File: src/rtl/sram_arbiter_pkg.sv
// Shared types and constants for the OpenMIPS single-port memory bus arbiter.
// Holds the FSM state encoding, the ctrl stall-vector bit positions and the bus field bundle.
package sram_arbiter_pkg;

  typedef enum logic [1:0] {
    ARB_IDLE   = 2'd0,
    ARB_DBUSY  = 2'd1,
    ARB_IBUSY  = 2'd2,
    ARB_IFLUSH = 2'd3
  } arb_state_e;

  // Positions inside the ctrl stall vector.
  localparam int unsigned STALL_IFID = 1;
  localparam int unsigned STALL_MEM  = 4;

  typedef struct packed {
    logic        we;
    logic [3:0]  sel;
    logic [31:0] addr;
    logic [31:0] wdata;
  } bus_fields_t;

  function automatic bus_fields_t fetch_fields(input logic [31:0] addr);
    bus_fields_t f;
    f.we    = 1'b0;
    f.sel   = 4'hF;
    f.addr  = addr;
    f.wdata = 32'h0;
    return f;
  endfunction

endpackage

File: src/rtl/sram_arbiter.sv
// Arbitrates one registered req/ack memory bus between instruction fetch and data access.
// Data side has priority; fetches can be flushed, and results are buffered across stalls.
module sram_arbiter
  import sram_arbiter_pkg::*;
(
  input  logic        clk,
  input  logic        rst,
  input  logic        if_ce_i,
  input  logic [31:0] if_addr_i,
  output logic [31:0] if_data_o,
  output logic        if_stallreq_o,
  input  logic        mem_ce_i,
  input  logic        mem_we_i,
  input  logic [3:0]  mem_sel_i,
  input  logic [31:0] mem_addr_i,
  input  logic [31:0] mem_wdata_i,
  output logic [31:0] mem_rdata_o,
  output logic        mem_stallreq_o,
  input  logic [5:0]  stall_i,
  input  logic        flush_i,
  output logic        bus_req_o,
  output logic        bus_we_o,
  output logic [3:0]  bus_sel_o,
  output logic [31:0] bus_addr_o,
  output logic [31:0] bus_wdata_o,
  input  logic [31:0] bus_rdata_i,
  input  logic        bus_ack_i
);

  arb_state_e  state_q, state_d;
  bus_fields_t bus_q, bus_d;
  logic        bus_req_q, bus_req_d;
  logic [31:0] dbuf_q, dbuf_d;
  logic [31:0] ibuf_q, ibuf_d;
  logic        dbuf_valid_q, dbuf_valid_d;
  logic        ibuf_valid_q, ibuf_valid_d;

  logic        d_ack, i_ack;
  logic        d_pend, i_pend;
  bus_fields_t mem_fields;
  logic        unused_stall;

  assign unused_stall = ^{stall_i[5], stall_i[3:2], stall_i[0]};

  assign d_ack  = (state_q == ARB_DBUSY) & bus_ack_i;
  assign i_ack  = (state_q == ARB_IBUSY) & bus_ack_i;
  assign d_pend = mem_ce_i & ~dbuf_valid_q;
  assign i_pend = if_ce_i & ~ibuf_valid_q & ~flush_i;

  assign mem_fields.we    = mem_we_i;
  assign mem_fields.sel   = mem_sel_i;
  assign mem_fields.addr  = mem_addr_i;
  assign mem_fields.wdata = mem_wdata_i;

  always_comb begin
    state_d      = state_q;
    bus_d        = bus_q;
    bus_req_d    = bus_req_q;
    dbuf_d       = dbuf_q;
    ibuf_d       = ibuf_q;
    // Buffered results live only as long as the consuming stage is held.
    dbuf_valid_d = dbuf_valid_q & stall_i[STALL_MEM];
    ibuf_valid_d = ibuf_valid_q & stall_i[STALL_IFID] & ~flush_i;

    case (state_q)
      ARB_IDLE: begin
        if (d_pend) begin
          state_d   = ARB_DBUSY;
          bus_req_d = 1'b1;
          bus_d     = mem_fields;
        end else if (i_pend) begin
          state_d   = ARB_IBUSY;
          bus_req_d = 1'b1;
          bus_d     = fetch_fields(if_addr_i);
        end
      end

      ARB_DBUSY: begin
        if (bus_ack_i) begin
          dbuf_d       = bus_rdata_i;
          dbuf_valid_d = 1'b1;
          if (i_pend) begin
            state_d = ARB_IBUSY;
            bus_d   = fetch_fields(if_addr_i);
          end else begin
            state_d   = ARB_IDLE;
            bus_req_d = 1'b0;
          end
        end
      end

      ARB_IBUSY: begin
        if (bus_ack_i && flush_i) begin
          state_d   = ARB_IDLE;
          bus_req_d = 1'b0;
        end else if (bus_ack_i) begin
          ibuf_d       = bus_rdata_i;
          ibuf_valid_d = 1'b1;
          if (d_pend) begin
            state_d = ARB_DBUSY;
            bus_d   = mem_fields;
          end else begin
            state_d   = ARB_IDLE;
            bus_req_d = 1'b0;
          end
        end else if (flush_i) begin
          // The slave cannot be aborted, so ride out the ack and drop it.
          state_d = ARB_IFLUSH;
        end
      end

      ARB_IFLUSH: begin
        if (bus_ack_i) begin
          state_d   = ARB_IDLE;
          bus_req_d = 1'b0;
        end
      end

      default: begin
        state_d   = ARB_IDLE;
        bus_req_d = 1'b0;
      end
    endcase
  end

  always_ff @(posedge clk) begin
    if (rst) begin
      state_q      <= ARB_IDLE;
      bus_q        <= '0;
      bus_req_q    <= 1'b0;
      dbuf_q       <= 32'h0;
      ibuf_q       <= 32'h0;
      dbuf_valid_q <= 1'b0;
      ibuf_valid_q <= 1'b0;
    end else begin
      state_q      <= state_d;
      bus_q        <= bus_d;
      bus_req_q    <= bus_req_d;
      dbuf_q       <= dbuf_d;
      ibuf_q       <= ibuf_d;
      dbuf_valid_q <= dbuf_valid_d;
      ibuf_valid_q <= ibuf_valid_d;
    end
  end

  assign bus_req_o   = bus_req_q;
  assign bus_we_o    = bus_q.we;
  assign bus_sel_o   = bus_q.sel;
  assign bus_addr_o  = bus_q.addr;
  assign bus_wdata_o = bus_q.wdata;

  // Ack-cycle bypass lets a zero-wait access complete without an extra stall cycle.
  assign mem_rdata_o    = d_ack ? bus_rdata_i : dbuf_q;
  assign if_data_o      = i_ack ? bus_rdata_i : ibuf_q;
  assign mem_stallreq_o = mem_ce_i & ~dbuf_valid_q & ~d_ack;
  assign if_stallreq_o  = if_ce_i & ~ibuf_valid_q & ~(i_ack & ~flush_i);

endmodule

File: config.mk
export PLATFORM = sky130hd
export DESIGN_NAME = sram_arbiter
export DESIGN_NICKNAME = d
export VERILOG_FILES = /design/src/rtl/sram_arbiter_pkg.sv /design/src/rtl/sram_arbiter.sv
export SDC_FILE = /design/constraint.sdc
export NUM_CORES = 1
export LEC_CHECK = 0
export BUFFER_PORTS_ARGS = -buffer_cell sky130_fd_sc_hd__buf_4
export CORE_AREA = 2 2 133 135
export DETAILED_ROUTE_END_ITERATION = 10
export DIE_AREA = 0 0 135 137
export HOLD_SLACK_MARGIN = 0.05
export PLACE_DENSITY = 0.7
export SETUP_SLACK_MARGIN = 0.02
export SYNTH_ARGS = -nofsm -noshare
export SYNTH_HDL_FRONTEND = slang
export SYNTH_SLANG_ARGS = --single-unit
File: constraint.sdc
create_clock -name clk -period 5.15 [get_ports clk]
set_input_delay 0 -clock clk [delete_from_list [all_inputs] [get_ports clk]]
set_output_delay 0 -clock clk [all_outputs]
set_load 0.02 [all_outputs]
### Word level (Yosys, flattened, before mapping)

Cells that the tools add are included.
W data, S select, Z words.

* register bits after elaboration: 138
* bits in latches: 0
* bits in writable memories: 0
* bits in read-only memories: 0
* input port bits: 145
* output and inout port bits: 136
* word-level logic and storage cells: 81
* memories: 0

* $add $sub $neg: 0
* multipliers: 0
* div/mod/pow operators: 0
* $lt $le $gt $ge: 0
* eq/ne operators: 13
* shifts and indexed selects: 0
* multiplexer cells: 33
* bitwise gates (word level): 17
* reduce and logical (&&, ||, !) cells: 8

Operators with widths (count)
* $mux W69: 6
* $pmux W69 S3: 1
* $mux W32: 2
* $mux W2: 8
* $mux W1: 14
* $ne A2 B2 Y1 const B: 6
* $and A1 B1 Y1: 11
* $pmux W2 S4: 1
* $ne A3 B2 Y1 const B: 2
* $not A1 Y1: 6
* $reduce_and A6 Y1: 1
* $reduce_and A5 Y1: 1
* $eq A2 B2 Y1 const B: 2
* $ne A4 B3 Y1 const B: 1
* $pmux W1 S4: 1
* $reduce_and A4 Y1: 1
* $ne A3 B3 Y1 const B: 1
* $reduce_and A3 Y1: 1
* $reduce_bool A3 Y1: 1
* $eq A2 B1 Y1 const B: 1
* $logic_not A2 Y1: 1
* $reduce_and A2 Y1: 1
* $logic_and A1 B1 Y1: 1

### Depth between registers and ports, before layout

Gate-level depths: netlist of the first run.

* depth in word-level cells: 6
* mapped depth: 9
* depth with buffers taken out: 6

### Least setup slack after synthesis of the first run

OpenSTA, ideal clock, no wires.

* path kind: reg2reg
* start: reg state_q[0]
* end: reg bus_q (netlist bit bus_addr_o[0])
* setup time: 122 ps
* arrival time: 1978 ps
* required time: 5028 ps
* setup slack: 3050 ps
* stages on the path, launching flop included: 10
* buffers on the path: 3
* period minus slack after synthesis: 2100 ps
* cells stage by stage: dfxtp_1 > inv_1 > ha_1 > and2_1 > or2_1 > buf_4 > nor3b_2 > buf_4 > buf_6 > a221o_1

* cells in the longest elaborated chain, start to end: 3
* elaborated cells between the ends (all ways): 10
* those cells by class: eq/ne: 6; mux: 1; reduce/logical: 3

Ends and longest elaborated chain
* start: declaration: line sram_arbiter.sv:30 `arb_state_e state_q, state_d;`
* start signal: assignment: line sram_arbiter.sv:136 `state_q <= state_d;`
* $eq A2 B2 Y1, or another cell as far along: line sram_arbiter.sv:65 `case (state_q)`
* $ne A2 B2 Y1 (no source line) / $reduce_bool A3 Y1 (equally long branches)
* $reduce_and A5 Y1 (no source line)
* end signal: assignment: line sram_arbiter.sv:137 `bus_q <= bus_d;`
* end: declaration: line sram_arbiter.sv:31 `bus_fields_t bus_q, bus_d;`

Parallel ways exist; a longest one is shown, timed or not.
A chain may end at the register's enable or synchronous reset.

### Worst setup path in the final report of the first run

* start: reg state_q[0]
* end: reg bus_q (netlist bit bus_addr_o[26])

The elaborated chain is that of the path after synthesis.

==> qor.json, run 1 <==
{
  "timing": {
    "hold_fails_final_rpt": 0,
    "timing.slew.headroom_pct": 25.2,
    "maxSlewViolCount": 0,
    "final.setup_skew_ns": 0.0104,
    "fin_tns_setup_ns": 0,
    "timing_worst_slew_pin_value_ns": 1.12,
    "rsz0062_at_grt": "no",
    "setup_viol": 0,
    "maxClockFrequency_ghz": 0.269,
    "period_share_pct": 72.1,
    "layout_min_cycle_time_ns": 3.71
  },
  "power": {
    "pwr-share-comb_pct": 44.3,
    "power.density_cell_area_nw_per_um2": 497,
    "ir_drop_mv": 0.273,
    "power.sequential.fraction_pct": 30.5,
    "leakagePower_nw": 4.51,
    "p_sw_share_pct": 37.4,
    "p_clk_share_pct": 25.2,
    "cellInternalPower_mw": 3.06,
    "switching_power_mw": 1.83
  },
  "layout": {
    "syn2layout_area_growth_pct": 68.2,
    "layout.nets": 1109,
    "diodes": 0,
    "final_util_pct": 57.8,
    "multi_input_comb_area_um2": 2840,
    "fraction_of_layout_instances_using_a_drive_strength_above_1_pct": 40.3,
    "n_fill_cell": 1435,
    "seq_area_um2": 2760
  },
  "floorplan": {
    "die-area_um2": 18500,
    "core_um2": 17100,
    "i_o_pins": 281,
    "floorplan.initialDensity_pct": 34.3,
    "fp.dieW_um": 135,
    "core.rowCount": 48,
    "fp.dieH_um": 137
  },
  "drt": {
    "dr_wl_met2_mm": 9.69,
    "drt-initial-drc-count": 226,
    "routed_wirelength_mm": 20.5,
    "avgViaCountPerCell": 4.99,
    "detailedRoute.firstPassIterationCount": 5,
    "met3_length_mm": 2.00,
    "met1_length_mm": 8.16,
    "drcViolationCount": 0,
    "detail_route.wl_per_cell_um": 17.2,
    "dr.max_layer_used": "met4",
    "detailroute.via_count": 5966,
    "final_antenna_net_count": 0
  },
  "critical_path": {
    "worst_ep_arrival_time_ns": 4.07,
    "required_ns": 5.51,
    "critical_path_class": "reg2reg",
    "r2r.worst_path.cells": 9,
    "cp-end-kind": "register",
    "worstReg2RegStart": "state_q[0]",
    "r2r_setup_slack_ns": 1.44,
    "cp_max_fo": 27,
    "worst_flop_to_flop_path_endpoint": "bus_addr_o[26]",
    "worst_setup_path_start_kind": "register"
  },
  "min_path": {
    "min-delay-path-class": "in2reg",
    "holdPathStages": 4,
    "min_delay_worst_endpoint": "state_q[0]",
    "worstHoldStart": "bus_ack_i"
  },
  "logic_synthesis": {
    "post_synth.cell_area_avg_um2": 10.1,
    "netlist-cell-type-count": 44,
    "post-synth-top-area-cell": "sky130_fd_sc_hd__dfxtp_1",
    "top_cell_type_s_share_of_synthesized_area_pct": 47.2,
    "post_synth_instance_area_um2": 5860,
    "synth-seq-area-share_pct": 47.2,
    "post_synth_most_frequent_cells": "sky130_fd_sc_hd__dfxtp_1 (138), sky130_fd_sc_hd__nand2_1 (69), sky130_fd_sc_hd__mux2_2 (64), sky130_fd_sc_hd__a21oi_1 (38), sky130_fd_sc_hd__nor2b_1 (35)",
    "postSynth.topFlopCell": "sky130_fd_sc_hd__dfxtp_1",
    "postSynthRegisterBits": 138,
    "synthesis.instances": 580,
    "synth.net_count": 731,
    "synth.most_common_cell": "sky130_fd_sc_hd__dfxtp_1",
    "async_set_reset_flop_share_out_of_synthesis_pct": 0,
    "yosys_warnings": 0,
    "synth-edff-count": 0,
    "yosys-top-cells-area": "sky130_fd_sc_hd__dfxtp_1 (47%), sky130_fd_sc_hd__mux2_2 (12%), sky130_fd_sc_hd__a22o_1 (4.9%)"
  },
  "cts": {
    "cts.sink_count": 138,
    "cts_made_buffers": 17,
    "max-clock-path-buffers": 2,
    "hold_buffers": 121,
    "clk_latency_ns": 0.42,
    "cts.reportedPaths.clkPinSlew_ns": 0.06,
    "cts_repair_resize_count": 0,
    "tritoncts": "built",
    "cts_post_setup_buffers_inserted": 0,
    "clock_root_cell": "sky130_fd_sc_hd__clkbuf_16",
    "htree_num_levels": 4
  },
  "global_route": {
    "grt_pass1_wl_mm": 30.8,
    "antenna_violations_before_repair": 0,
    "grt_overflow": 0,
    "track_usage_pct": 21.4,
    "first_global_vias": 5857,
    "largest_net_degree_at_the_start_of_global_routing": 87
  },
  "outcome": {
    "run_status": "finished, final reports clean"
  },
  "placement": {
    "total_half_perimeter_wirelength_after_legalization_and_detailed_placement_mm": 12.8,
    "finalWeightedCongestion": 0.811,
    "portBuffers": 276
  },
  "job": {
    "drv.max_cap_violation_count": 0
  }
}
## state kept, by name, summed over array words and instances (netlist names)
name and cells:
ibuf_q 32, state_q 2, dbuf_q 32, bus_addr_o 32, bus_we_o 1, ibuf_valid_q 1
bus_sel_o 4, dbuf_valid_q 1, bus_req_o 1, bus_wdata_o 32
## logic make-up (layout without fill, tap and decap cells)
logic type      Yosys count  count (layout)  share of synthesized area [%]
buf+inv                  53             444                           4.55
compound gates          137             137                           18.2
fa+ha+maj                 6               6                           1.28
flops                   138             138                           47.2
mux                      65              65                           12.5
simple gates            181             181                           16.3
## placed cells by master, fill, tap and decap left out, types with 2 or more instances in the layout
cell type                         n
sky130_fd_sc_hd__clkbuf_8         2
sky130_fd_sc_hd__dlygate4sd3_1  121
sky130_fd_sc_hd__nor2b_1         35
sky130_fd_sc_hd__ha_1             6
sky130_fd_sc_hd__inv_6            3
sky130_fd_sc_hd__bufinv_16        2
sky130_fd_sc_hd__nand2_1         69
sky130_fd_sc_hd__o21ba_2          2
sky130_fd_sc_hd__mux2_2          64
sky130_fd_sc_hd__clkinv_2         2
sky130_fd_sc_hd__clkinvlp_4       6
sky130_fd_sc_hd__a21oi_1         38
sky130_fd_sc_hd__a211oi_1        16
sky130_fd_sc_hd__nand2b_1        17
sky130_fd_sc_hd__nor3b_2          3
sky130_fd_sc_hd__nor2_1          15
sky130_fd_sc_hd__clkbuf_16       17
sky130_fd_sc_hd__o211a_1          2
sky130_fd_sc_hd__a22o_1          33
sky130_fd_sc_hd__a221o_1         23
sky130_fd_sc_hd__inv_1            6
sky130_fd_sc_hd__a221oi_1        13
sky130_fd_sc_hd__and2_1           2
sky130_fd_sc_hd__buf_4          285
sky130_fd_sc_hd__dfxtp_1        138
sky130_fd_sc_hd__and3_1          18
sky130_fd_sc_hd__nor4_1          13
## area by class of cell
class	count	area share, %
multi-input combinational	389	28.8
inverter	6	0.229
clock buffer	19	4.60
sequential	138	28.0
clock inverter	13	1.43
timing repair buffer	406	34.0
tap	225	2.86
## worst max-delay path by stage
stage	from	to
floorplan	state_q[0]	bus_addr_o[0]
global placement	state_q[0]	bus_addr_o[26]
detailed placement	state_q[0]	bus_wdata_o[16]
CTS	state_q[0]	bus_addr_o[23]
global route	state_q[0]	bus_addr_o[29]
finish	state_q[0]	bus_addr_o[26]
## critical path: stages, from the launching register on
cell                            delay [ns]
sky130_fd_sc_hd__dfxtp_1              0.41
sky130_fd_sc_hd__inv_1                0.11
sky130_fd_sc_hd__ha_1                 0.35
sky130_fd_sc_hd__nor3b_2              0.36
sky130_fd_sc_hd__or2_1                0.16
sky130_fd_sc_hd__buf_4                0.28
sky130_fd_sc_hd__nor3b_4              0.89
sky130_fd_sc_hd__buf_4                0.36
sky130_fd_sc_hd__a221o_1              0.17
sky130_fd_sc_hd__dlygate4sd3_1        0.55
## power groups by stage
stage	logic [mW]	registers, mW	clock network [mW]
6_report	2.17	1.49	1.23
5_1_grt	2.32	1.52	1.31
4_1_cts	2.16	1.48	1.27
3_5_place_dp	2.01	1.51	0
3_3_place_gp	2.00	1.50	0
2_1_floorplan	1.02	1.73	0
## routing by layer
metal | GRT usage, % | vias to the layer above
li1 | - | 2867
met3 | 7.74 | 35
met5 | 0 | -
met1 | 23.6 | 2802
met4 | 10.7 | 0
met2 | 36.4 | 262
## per-stage QoR
stage | worst slack (ns) | area [µm²] | power, mW | cells | hold slack, ns
final | 1.44 | 9850 | 4.90 | 1196 | 0.0859
after global routing | 1.21 | 9850 | 5.14 | 1196 | 0.115
after CTS | 1.53 | 9850 | 4.91 | 1196 | 0.0592
after detailed placement | 2.07 | 8050 | 3.52 | 1043 | 0.214
after global placement | 2.08 | 8050 | 3.50 | 1043 | 0.209
after floorplan | 3.05 | 5860 | 2.75 | 580 | 0.0785
Note: power is estimated with default switching activity, not from simulation.
==> inputs of run 2 (changes only) <==
Settings changed: PLACE_DENSITY 0.7 to 0.73.
Clock period 5.15 ns to 3.3 ns, I/O delays scaled along.
==> run 2 against run 1 <==
Final cell count increased by 0.84%. Non-clock buffer count increased by 11. Register-to-register slack got worse by 1.2 ns. Largest cell class unchanged. Worst setup slack got worse by 1.2 ns. Highest routed layer unchanged. Final area increased by 1.3%. Critical path depth decreased by 2. Global-route usage increased by 0.35 points. Power increased by 58%. Via count increased by 1.3%.
==> qor.json, run 2 (synthesis results as in run 1) <==
{
  "timing": {
    "maxClockFrequency": {"value": 0.323, "unit": "GHz", "change": "+20%"},
    "final.setup_skew": {"value": 0.0166, "unit": "ns", "change": "+0.00622 ns"},
    "timing_worst_slew_pin_value": {"value": 1.13, "unit": "ns", "change": "+0.0119 ns"},
    "layout_min_cycle_time": {"value": 3.10, "unit": "ns", "change": "-0.612 ns"},
    "maxSlewViolCount": {"value": 0, "change": "unchanged"},
    "period_share": {"value": 93.9, "unit": "%", "change": "+22 points"},
    "hold_fails_final_rpt": {"value": 0, "change": "unchanged"},
    "setup_viol": {"value": 0, "change": "unchanged"},
    "fin_tns_setup": {"value": 0, "unit": "ns", "change": "unchanged"},
    "timing.slew.headroom": {"value": 24.7, "unit": "%", "change": "-0.52 points"},
    "worst_slack": {"value": 0.202, "unit": "ns", "change": "-1.24 ns"},
    "rsz0062_at_grt": "no"
  },
  "critical_path": {
    "critical_path_class": "reg2reg",
    "r2r_setup_slack": {"value": 0.20, "unit": "ns", "change": "-1.24 ns"},
    "cp_max_fo": {"value": 51, "change": "+89%"},
    "cp-end-kind": "register",
    "worst_ep_arrival_time": {"value": 3.40, "unit": "ns", "change": "-0.67 ns"},
    "worst_setup_path_start_kind": "register",
    "required": {"value": 3.60, "unit": "ns", "change": "-1.91 ns"},
    "beginning_of_the_critical_path": "state_q[0]",
    "r2r.worst_path.cells": {"value": 7, "change": "-2"},
    "worst_setup_path_endpoint": "bus_addr_o[22]",
    "worstReg2RegStart": "state_q[0]",
    "worst_flop_to_flop_path_endpoint": "bus_addr_o[22]"
  },
  "power": {
    "ir_drop": {"value": 0.343, "unit": "mV", "change": "+26%"},
    "power.density_cell_area": {"value": 777, "unit": "nW/µm²", "change": "+56%"},
    "leakagePower": {"value": 4.57, "unit": "nW", "change": "+1.2%"}
  },
  "layout": {
    "final_common_cell": "sky130_fd_sc_hd__buf_4",
    "syn2layout_area_growth_pct": 70.3,
    "layout.nets": {"value": 1120, "change": "+0.99%"},
    "stdcell_count": {"value": 1206, "change": "+0.84%"},
    "mostFrequentLayoutCells": "sky130_fd_sc_hd__buf_4 (289), sky130_fd_sc_hd__dfxtp_1 (138), sky130_fd_sc_hd__dlygate4sd3_1 (127)",
    "n_fill_cell": {"value": 1405, "change": "-2.1%"},
    "fraction_of_layout_instances_using_a_drive_strength_above_1": {"value": 40.1, "unit": "%", "change": "-0.17 points"}
  },
  "global_route": {
    "first_global_vias": {"value": 6136, "change": "+4.8%"},
    "antenna_violations_before_repair": {"value": 1, "change": "+1"},
    "grt_pass1_wl": {"value": 31.7, "unit": "mm", "change": "+2.8%"},
    "grt_overflow": {"value": 0, "change": "unchanged"},
    "grt_use_met1": {"value": 25.2, "unit": "%", "change": "+1.5 points"},
    "grt.met3_usage": {"value": 7.74, "unit": "%", "change": "unchanged"},
    "track_usage": {"value": 21.8, "unit": "%", "change": "+0.35 points"},
    "use_met2": {"value": 37.1, "unit": "%", "change": "+0.68 points"},
    "grt_most_used_layer": "met2",
    "largest_net_degree_at_the_start_of_global_routing": {"value": 52, "change": "-40%"}
  },
  "placement": {
    "portBuffers": {"value": 276, "change": "unchanged"},
    "total_half_perimeter_wirelength_after_legalization_and_detailed_placement": {"value": 13.1, "unit": "mm", "change": "+2.5%"},
    "pre_cts_ws": {"value": 0.799, "unit": "ns", "change": "-1.27 ns"},
    "finalWeightedCongestion": {"value": 0.757, "change": "-6.6%"},
    "dp.cells": {"value": 1047, "change": "+0.38%"}
  },
  "cts": {
    "clock_root_cell": "sky130_fd_sc_hd__clkbuf_16",
    "tritoncts": "built",
    "clk_latency": {"value": 0.42, "unit": "ns", "change": "about the same"},
    "cts_made_buffers": {"value": 17, "change": "unchanged"},
    "max-clock-path-buffers": {"value": 2, "change": "unchanged"},
    "htree_num_levels": {"value": 4, "change": "unchanged"},
    "cts.reportedPaths.clkPinSlew": {"value": 0.06, "unit": "ns", "change": "about the same"},
    "cts.sink_count": {"value": 138, "change": "unchanged"}
  },
  "outcome": {
    "run_status": "finished, final reports clean"
  },
  "floorplan": {
    "core.rowCount": {"value": 48, "change": "unchanged"},
    "i_o_pins": {"value": 281, "change": "unchanged"},
    "floorplan.initialDensity": {"value": 34.3, "unit": "%", "change": "unchanged"},
    "fp.dieH": {"value": 137, "unit": "µm", "change": "unchanged"},
    "core": {"value": 17100, "unit": "µm²", "change": "unchanged"},
    "die-area": {"value": 18500, "unit": "µm²", "change": "unchanged"},
    "fp.dieW": {"value": 135, "unit": "µm", "change": "unchanged"}
  },
  "drt": {
    "detailroute.via_count": {"value": 6046, "change": "+1.3%"},
    "drcViolationCount": {"value": 0, "change": "unchanged"},
    "routed_wirelength": {"value": 20.5, "unit": "mm", "change": "about the same"},
    "detailedRoute.firstPassIterationCount": {"value": 5, "change": "unchanged"},
    "detail_route.wl_per_cell": {"value": 17.0, "unit": "µm", "change": "-0.90%"},
    "avgViaCountPerCell": {"value": 5.01, "change": "+0.50%"},
    "final_antenna_net_count": {"value": 0, "change": "unchanged"},
    "drt-initial-drc-count": {"value": 243, "change": "+7.5%"}
  },
  "job": {
    "drv.max_cap_violation_count": {"value": 0, "change": "unchanged"}
  },
  "min_path": {
    "min-delay-path-class": "in2reg",
    "holdPathStages": {"value": 4, "change": "unchanged"}
  }
}
run 2: final cells by class:
cell class              instances  area [µm²]  share of cell area, %
well taps                     225         282                   2.82
clock buffers                  18         429                   4.30
diodes                          1        2.50                 0.0251
inverters                       6        22.5                  0.226
clock inverters                12         176                   1.77
flip-flops and latches        138        2760                   27.7
repair buffers                417        3460                   34.7
multi-input cells             389        2840                   28.5
run 2: stage by stage:
stage                     hold WS (ns)  instance area (µm²)  total power [mW]  util, %
after floorplan                 0.0785                 5860              4.29        -
after global placement           0.210                 8090              5.47     47.4
after detailed placement         0.213                 8090              5.51     47.4
after CTS                       0.0508                 9970              7.76     58.4
after global routing            0.0941                 9980              8.16     58.5
final                           0.0678                 9980              7.75     58.5
run 2: critical path: stages (launching register included):
cell,delay (ns)
sky130_fd_sc_hd__dfxtp_1,0.41
sky130_fd_sc_hd__inv_1,0.11
sky130_fd_sc_hd__ha_1,0.33
sky130_fd_sc_hd__nor3b_2,0.37
sky130_fd_sc_hd__nor3_1,0.11
sky130_fd_sc_hd__o21ba_2,0.54
sky130_fd_sc_hd__a221o_1,0.49
sky130_fd_sc_hd__dlygate4sd3_1,0.58
run 2: where the power goes:
part | switching [mW] | leakage, nW | internal [mW]
logic | 1.82 | 3.15 | 1.60
registers | 0.257 | 1.12 | 2.08
clock network | 0.741 | 0.292 | 1.26
run 2: metal layers:
layer	share of wire [%]	routed length, µm
met4	2.4	497
met3	8.9	1830
met2	47	9710
met5	0	0
met1	41	8470
run 2: worst min path at each step:
stage                     from         endpoint  slack (ns)
6_report        mem_addr_i[18]   bus_addr_o[18]        0.07
5_1_grt         mem_addr_i[18]   bus_addr_o[18]        0.09
4_1_cts              bus_ack_i       state_q[0]        0.05
3_5_place_dp    mem_wdata_i[7]   bus_wdata_o[7]        0.21
3_3_place_gp   mem_wdata_i[13]  bus_wdata_o[13]        0.21
2_1_floorplan          flush_i     ibuf_valid_q        0.08
run 2: repair_timing:
action                                 in CTS  in global routing
buffers inserted                            0                  1
resized for setup                           0                  0
hold buffers                              127                  0
endpoints found under the hold margin     134                  0
setup endpoints to repair                   0                 18
